## src/rtl/slave_read_arbiter_pkg.sv

```systemverilog
// Shared crossbar configuration: master/slave counts and the read-arbiter
// state encoding used by every per-slave arbiter instance.
package slave_read_arbiter_pkg;

  localparam int MASTER_NUM_DEFAULT = 4;
  localparam int SLAVE_NUM          = 4;

  typedef enum logic [1:0] {
    ST_IDLE = 2'd0,
    ST_ADDR = 2'd1,
    ST_DATA = 2'd2
  } arb_state_e;

endpackage

```

## src/rtl/slave_read_arbiter_rr_pick.sv

```systemverilog
// Round-robin winner selection: the first set request bit found searching
// upward from last_idx+1, wrapping from N-1 back to 0. Purely combinational.
module rr_pick #(
  parameter int N  = 4,
  parameter int IW = $clog2(N)
) (
  input  logic [N-1:0]  req,
  input  logic [IW-1:0] last_idx,
  output logic [N-1:0]  pick,
  output logic [IW-1:0] pick_idx
);

  logic          found;
  logic [IW-1:0] cand_idx;

  // Walk the N candidates in rotated priority order; the first hit wins.
  always_comb begin
    found    = 1'b0;
    pick_idx = '0;
    cand_idx = '0;
    for (int k = 1; k <= N; k++) begin
      cand_idx = IW'((int'(last_idx) + k) % N);
      if (!found && req[cand_idx]) begin
        found    = 1'b1;
        pick_idx = cand_idx;
      end
    end
  end

  // One-hot form of the winner; all zero when nothing requests.
  for (genvar gi = 0; gi < N; gi++) begin : g_onehot
    assign pick[gi] = found && (pick_idx == IW'(gi));
  end

endmodule

```

## src/rtl/slave_read_arbiter.sv

```systemverilog
// Per-slave read arbiter: grants one master at a time, holds the grant
// through the AR handshake and the whole R burst, then releases on the
// last beat. Only one read is outstanding per slave.
module slave_read_arbiter
  import slave_read_arbiter_pkg::*;
#(
  parameter int MASTER_NUM = MASTER_NUM_DEFAULT,
  parameter int IDX_W      = $clog2(MASTER_NUM)
) (
  input  logic                  clk,
  input  logic                  rst_n,
  input  logic [MASTER_NUM-1:0] req,
  input  logic                  s_arready,
  input  logic                  s_rvalid,
  input  logic                  s_rready,
  input  logic                  s_rlast,
  output logic [MASTER_NUM-1:0] grant,
  output logic [IDX_W-1:0]      grant_idx,
  output logic                  ar_sel_valid,
  output logic                  busy
);

  arb_state_e            state_reg, state_next;
  logic [MASTER_NUM-1:0] grant_reg, grant_next;
  logic [IDX_W-1:0]      grant_idx_reg, grant_idx_next;
  logic [IDX_W-1:0]      last_idx_reg, last_idx_next;

  logic [MASTER_NUM-1:0] pick;
  logic [IDX_W-1:0]      pick_idx;

  rr_pick #(
    .N  (MASTER_NUM),
    .IW (IDX_W)
  ) u_rr_pick (
    .req      (req),
    .last_idx (last_idx_reg),
    .pick     (pick),
    .pick_idx (pick_idx)
  );

  // State and grant registers; reset makes master 0 the first winner.
  always_ff @(posedge clk or negedge rst_n) begin
    if (!rst_n) begin
      state_reg     <= ST_IDLE;
      grant_reg     <= '0;
      grant_idx_reg <= '0;
      last_idx_reg  <= IDX_W'(MASTER_NUM - 1);
    end else begin
      state_reg     <= state_next;
      grant_reg     <= grant_next;
      grant_idx_reg <= grant_idx_next;
      last_idx_reg  <= last_idx_next;
    end
  end

  // Next-state logic: grant in IDLE, wait for AR accept, wait for last R beat.
  always_comb begin
    state_next     = state_reg;
    grant_next     = grant_reg;
    grant_idx_next = grant_idx_reg;
    last_idx_next  = last_idx_reg;
    unique case (state_reg)
      ST_IDLE: begin
        if (|req) begin
          grant_next     = pick;
          grant_idx_next = pick_idx;
          state_next     = ST_ADDR;
        end
      end
      ST_ADDR: begin
        // Only the granted master's request matters; dropping it does not
        // release the grant, the arbiter simply keeps waiting.
        if (req[grant_idx_reg] && s_arready) begin
          state_next = ST_DATA;
        end
      end
      ST_DATA: begin
        if (s_rvalid && s_rready && s_rlast) begin
          last_idx_next  = grant_idx_reg;
          grant_next     = '0;
          grant_idx_next = '0;
          state_next     = ST_IDLE;
        end
      end
      default: begin
        state_next     = ST_IDLE;
        grant_next     = '0;
        grant_idx_next = '0;
      end
    endcase
  end

  assign grant        = grant_reg;
  assign grant_idx    = grant_idx_reg;
  assign ar_sel_valid = (state_reg == ST_ADDR);
  assign busy         = (state_reg != ST_IDLE);

endmodule

```

## config.mk

```make
export PLATFORM = sky130hd
export DESIGN_NAME = slave_read_arbiter
export DESIGN_NICKNAME = d
export VERILOG_FILES = /design/src/rtl/slave_read_arbiter_pkg.sv /design/src/rtl/slave_read_arbiter_rr_pick.sv /design/src/rtl/slave_read_arbiter.sv
export SDC_FILE = /design/constraint.sdc
export NUM_CORES = 1
export LEC_CHECK = 0
export CAP_MARGIN = 0
export CORE_AREA = 10 10 47 49
export CTS_CLUSTER_SIZE = 8
export DETAILED_ROUTE_END_ITERATION = 10
export DIE_AREA = 0 0 57 59
export GPL_TIMING_DRIVEN = 0
export PLACE_DENSITY = 0.74
export REMOVE_ABC_BUFFERS = 1
export SLEW_MARGIN = 20
export SYNTH_ARGS = -nofsm -noshare
export SYNTH_HDL_FRONTEND = slang
export SYNTH_SLANG_ARGS = --single-unit
```

## constraint.sdc

```tcl
create_clock -name clk -period 4.1 [get_ports clk]
set_input_delay 0.82 -clock clk [delete_from_list [all_inputs] [get_ports clk]]
set_output_delay 0.82 -clock clk [all_outputs]
set_load 0.02 [all_outputs]
```

==> summary.md, run 1 <==
| Metric | Value |
|---|---|
| Status | `complete, no violations` |
| Drt first-iter violations | `12` |
| Overflow after GRT | `0` |
| Final Non-Filler Cells | `89` |
| Area grow syn2layout | `38.2%` |
| VDD IR-drop max | `0.404 mV` |
| Via/cell ratio | `5.73` |
| Largest net degree at the start of global routing | `12` |
| Hold path depth | `2` |
| PD cells | `788 nW/um2` |
| R2r setup slk | `2520 ps` |
| Layout Utilization | `55.5%` |
| Clock Latency Late Sink | `250 ps` |
| First-pass DRT Iterations | `4` |
| P_sw | `0.242 mW` |
| Clock sinks | `10` |
| H-tree depth | `1` |
| Cells after DPL | `85` |
| Post-CTS resize count | `0` |
| Reg2reg end | `grant[1]$_DFFE_PN0P_` |
| Sw frac | `39.5%` |
| Seq/Total Area, Yosys | `44.9%` |
| Critical Path Start Type | `input port` |
| Worst Reg2Reg Path Length in Cells | `4` |
| Crit path cell chain | `clkdlybuf4s50_1 -> o41ai_2 -> nor4_1 -> a31o_1` |
| Worst Tran Pin Value | `1010 ps` |
| CP Max Fanout | `11` |
| Initial antenna violation count | `0` |
| Final Instance Area | `778 um2` |
| Most frequent cells in the layout | `17 x clkdlybuf4s50_1, 8 x dfrtp_1, 5 x nand2b_1` |
| Detailed-route via count | `510` |
| Pint | `0.371 mW` |
| Seq pwr share | `32.0%` |
| Ys flop type | `dfrtp_1` |
| Setup Fix Bufs, Post-CTS | `0` |
| TNS Setup | `0 ps` |
| Fmax | `0.383 GHz` |
| Die Height | `59 um` |
| Post-Syn Area | `563 um2` |
| Area contributors post-synth | `dfrtp_1 36%, dfstp_2 9.3%, nand2b_1 5.6%` |
| CTS clock-pin slew for the worst setup and hold paths | `60 ps` |
| Area leader, netlist | `dfrtp_1` |
| Post-Route WL | `1.31 mm` |
| CTS tree | `built` |
| First-pass GRT wire length | `2.17 mm` |
| Worst Skew | `2.23 ps` |
| Storage cell area | `253 um2` |
| # port buffers | `17` |
| Period utilisation layout | `63.7%` |
| CTS buffer count | `3` |
| Clock root buffer master | `clkbuf_4` |
| Antenna cell count | `0` |
| # DRC | `0` |
| Die area | `3360 um2` |
| CTS max path bufs | `2` |
| RSZ-0062 raised after global routing | `no` |
| Multi-input gate area | `288 um2` |
| # rows | `14` |
| IO Pins | `18` |
| Commonest non-fill, non-tap cell in the layout | `clkdlybuf4s50_1` |
| Hold buffers post-CTS | `0` |
| Core area | `1400 um2` |
| Largest stage delay on the critical path | `970 ps` |
| Slew Viols, Final | `0` |
| CP endpoint kind | `register` |
| Endpoints failing setup | `0` |
| Critical Path AT | `2760 ps` |
| GP Congestion | `0.745` |
| Syn. warnings | `0` |
| Max reg flops | `4` |
| GRT Overall Usage | `7.98%` |
| Worst Hold Class | `register to register` |
| Leak | `0.320 nW` |
| Final Hold Fails | `0` |
| Setup Crit Path Kind | `input port to register` |
| Die width | `57 um` |
| #FFs+latches synth | `10` |
| Worst EP required | `4250 ps` |
| Layout fillers | `131` |
| Post-synth EDFFs | `0` |
| Mapped Cells | `53` |
| Mean Syn Cell Area | `10.6 um2` |
| Worst reg2reg path startpoint | `state_reg[1]$_DFFE_PN0P_` |
| CP endpoint | `grant_idx[1]$_DFFE_PN0P_` |
| Slowest cell on crit path | `o41ai_2` |
| Max-slew headroom | `31.9%` |
| Dpl hpwl | `1.07 mm` |
| Setup crit start | `req[3]` |
| Comb pwr share | `54.2%` |
| DRT antenna net count | `0` |
| Starting density of the core | `40.2%` |
| Share of layout cells above drive strength 1 | `15.1%` |
| Clock network fraction of total power | `13.8%` |
| Vias in the first global route | `498` |
| Max-cap violations | `0` |
| CP top delay family | `compound AO/OA/AOI/OAI gates` |
| Wire length per cell | `14.7 um` |
| WP buf/inv | `1` |
| Cell Area, Placed | `742 um2` |
| Asr flop ratio synth | `100%` |
| Final period demand of the worst path | `2610 ps` |
| Net count, final | `84` |
| Post-synth top area share | `35.6%` |
| WP depth | `4` |
| Unique cell type count in the Yosys netlist | `29` |
-- tightest hold or removal path, stage by stage, from the launching register on --
cell	delay (ps)
dfrtp_1	340
nand3_1	70
o31ai_1	70
-- routing by layer --
| layer | vias up | routed length (um) | track usage [%] |
|---|---|---|---|
| li1 | 245 | - | - |
| met1 | 246 | 584 | 9.88 |
| met2 | 17 | 603 | 11.3 |
| met3 | 2 | 113 | 3.65 |
| met4 | 0 | 10 | 4.03 |
| met5 | - | 0 | 0 |
-- final cells by class --
class,instances,area share (%)
Multi-Input combinational cell,39,37.0
Sequential cell,10,32.5
Timing Repair Buffer,17,21.9
Clock buffer,4,4.66
Tap cell,16,2.57
Inverter,3,1.45
-- worst min-delay path by stage --
| stage | from | end |
|---|---|---|
| after floorplan | rst_n | grant[0]$_DFFE_PN0P_ |
| after global placement | grant[3]$_DFFE_PN0P_ | grant[3]$_DFFE_PN0P_ |
| after detailed placement | grant[3]$_DFFE_PN0P_ | grant[3]$_DFFE_PN0P_ |
| after CTS | grant[3]$_DFFE_PN0P_ | grant[3]$_DFFE_PN0P_ |
| after global routing | grant[3]$_DFFE_PN0P_ | grant[3]$_DFFE_PN0P_ |
| final | grant[3]$_DFFE_PN0P_ | grant[3]$_DFFE_PN0P_ |
-- power by group through the flow --
| stage | logic (mW) | registers (mW) | clock network, mW |
|---|---|---|---|
| 6_report | 0.333 | 0.196 | 0.0845 |
| 5_1_grt | 0.364 | 0.203 | 0.0958 |
| 4_1_cts | 0.338 | 0.197 | 0.0878 |
| 3_5_place_dp | 0.335 | 0.198 | 0 |
| 3_3_place_gp | 0.332 | 0.197 | 0 |
| 2_1_floorplan | 0.174 | 0.224 | 0 |
-- cells by family (layout without fill, tap and decap cells) --
kind of cell | Yosys count | count (layout) | synth area share, %
muxes | 3 | 3 | 7.78
AOI/OAI and AO/OA | 17 | 17 | 23.3
DFF | 10 | 10 | 44.9
buffers and inverters | 4 | 24 | 4.00
and+or+nand+nor | 19 | 19 | 20.0
-- metrics by stage --
stage	hold WS (ps)	worst slack (ps)	power [mW]
floorplan	515	2030	0.398
global placement	492	1200	0.529
detailed placement	497	1240	0.533
CTS	524	1480	0.623
global route	537	1330	0.662
finish	521	1490	0.613
-- cells in the mapped netlist, types with 2 or more instances --
library cell / instances
nand3_1: 3
a21oi_1: 3
nand2b_1: 5
inv_1: 3
nand2_1: 2
dfstp_2: 2
nor3b_1: 2
nor2_1: 2
o21ai_0: 3
a32o_1: 2
dfrtp_1: 8
Note: power is estimated with default switching activity, not from simulation.
==> run 2: changes to the inputs <==
- CORE_AREA: 10 10 47 49 -> not set
- CORE_MARGIN: not set -> 10
- CORE_UTILIZATION: not set -> 43
- DIE_AREA: 0 0 57 59 -> not set
- PLACE_DENSITY: 0.74 -> 0.75
- clock period: 4.1 -> 2.7 ns (I/O delays scaled with it)
==> run 2 against run 1 <==
Sequential power increased by 54%. Power increased by 50%. Clock-buffer cell count unchanged. Combinational power increased by 53%. Flip-flop and latch count unchanged. Clock skew increased by 1.0 ps. Highest routed layer unchanged. Core utilization increased by 9.8 points. Via count decreased by 2.2%.
==> summary.md, run 2 (synthesized netlist as in run 1, its figures left out) <==
| Metric | Value |
|---|---|
| Most frequent cells in the layout | `17 x clkdlybuf4s50_1, 8 x dfrtp_1, 5 x nand2b_1` |
| Leak | `0.314 nW` |
| Clock sinks | `10` |
| Largest net degree at the start of global routing | `12` |
| First-pass DRT Iterations | `4` |
| Starting density of the core | `48.1%` |
| Detailed-route via count | `499` |
| Worst Tran Pin Value | `1090 ps` |
| GP Congestion | `0.774` |
| First-pass GRT wire length | `2.36 mm` |
| Max reg flops | `4` |
| Slew Viols, Final | `0` |
| Commonest non-fill, non-tap cell in the layout | `clkdlybuf4s50_1` |
| Worst reg2reg path startpoint | `state_reg[1]$_DFFE_PN0P_` |
| Critical Path Start Type | `input port` |
| CTS buffer count | `3` |
| GRT Overall Usage | `9.14%` |
| Clock root buffer master | `clkbuf_4` |
| Wire length per cell | `16.5 um` |
| Die Height | `56.2 um` |
| Setup Crit Path Kind | `input port to register` |
| CTS tree | `built` |
| Core area | `1170 um2` |
| Min-delay src | `grant[3]$_DFFE_PN0P_` |
| Vias in the first global route | `469` |
| Critical Path AT | `2600 ps` |
| Post-Route WL | `1.44 mm` |
| RSZ-0062 raised after global routing | `no` |
| Overflow after GRT | `0` |
| Initial antenna violation count | `0` |
| Antenna cell count | `0` |
| Net count, final | `84` |
| CP Max Fanout | `11` |
| CTS max path bufs | `2` |
| # rows | `12` |
| IO Pins | `18` |
| CP endpoint kind | `register` |
| Final period demand of the worst path | `2440 ps` |
| Status | `complete, no violations` |
| Via/cell ratio | `5.74` |
| PD cells | `1200 nW/um2` |
| Period utilisation layout | `90.4%` |
| Drt first-iter violations | `11` |
| DRT antenna net count | `0` |
| Worst EP required | `2860 ps` |
| H-tree depth | `1` |
| Die width | `56.2 um` |
| Hold buffers post-CTS | `0` |
| VDD IR-drop max | `0.663 mV` |
| DP Worst Slack | `35.5 ps` |
| Clock Latency Late Sink | `260 ps` |
| # DRC | `0` |
| Final Hold Fails | `0` |
| Dpl hpwl | `1.10 mm` |
| # port buffers | `17` |
| Max-slew headroom | `26.5%` |
| Setup Fix Bufs, Post-CTS | `0` |
| Worst Skew | `3.26 ps` |
| Setup crit start | `req[3]` |
| Max-cap violations | `0` |
| Fmax | `0.410 GHz` |
| Die area | `3160 um2` |
| Share of layout cells above drive strength 1 | `13.7%` |
| Post-CTS resize count | `0` |
| CTS clock-pin slew for the worst setup and hold paths | `70 ps` |
| Endpoints failing setup | `0` |
| Area grow syn2layout | `36.0%` |
| Worst Hold Class | `register to register` |
| TNS Setup | `0 ps` |
| Post-route setup slack | `260 ps` |
## run 2: cell types whose count changed in the layout (fill, tap and decap cells not counted)
cell / previous run / this run
clkbuf_1: 0 / 1
clkbuf_8: 1 / 0
## run 2: where the power goes
part / total, mW / switching (mW) / internal [mW]
Sequential: 0.301 / 0.0664 / 0.235
Clock: 0.110 / 0.0529 / 0.0571
Combinational: 0.509 / 0.262 / 0.247
Total: 0.920 / 0.382 / 0.539
## run 2: critical path, stage by stage
cell	delay (ps)
clkdlybuf4s50_1	520
o41ai_2	1030
nor4_1	250
a31o_1	260
## run 2: worst paths after layout
check | end | slack [ps] | cells after the start
max | grant_idx[1]$_DFFE_PN0P_ | 260 | 4
min | grant[3]$_DFFE_PN0P_ | 500 | 2
max reg2reg | grant_idx[1]$_DFFE_PN0P_ | 1070 | 4
min reg2reg | grant[3]$_DFFE_PN0P_ | 500 | 2
max in group asynchronous | last_idx_reg[1]$_DFFE_PN1P_ | 1740 | 1
min in group asynchronous | grant[2]$_DFFE_PN0P_ | 610 | 1
## run 2: through the flow
step           hold slack, ps  instances  instance area (um2)  total power [mW]  utilization (%)
2_1_floorplan             244         52                  552             0.604                -
3_3_place_gp              491         83                  739             0.807             63.1
3_5_place_dp              491         83                  739             0.816             63.1
4_1_cts                   507         87                  766             0.926             65.4
5_1_grt                   557         87                  766             0.986             65.4
6_report                  505         87                  766             0.920             65.4
## run 2: layout make-up
class | instances | area (um2)
clock buffers | 4 | 26.3
inverters | 3 | 11.3
repair buffers | 17 | 170
well taps | 14 | 17.5
flip-flops and latches | 10 | 253
multi-input cells | 39 | 288
fillers | 109 | 405
## run 2: layer usage
metal	wire length [um]	up-vias	GRT usage [%]
met5	0	-	0
met4	7	0	2.73
met3	87	2	4.56
met2	671	15	13.4
met1	669	242	11.3
li1	-	240	-
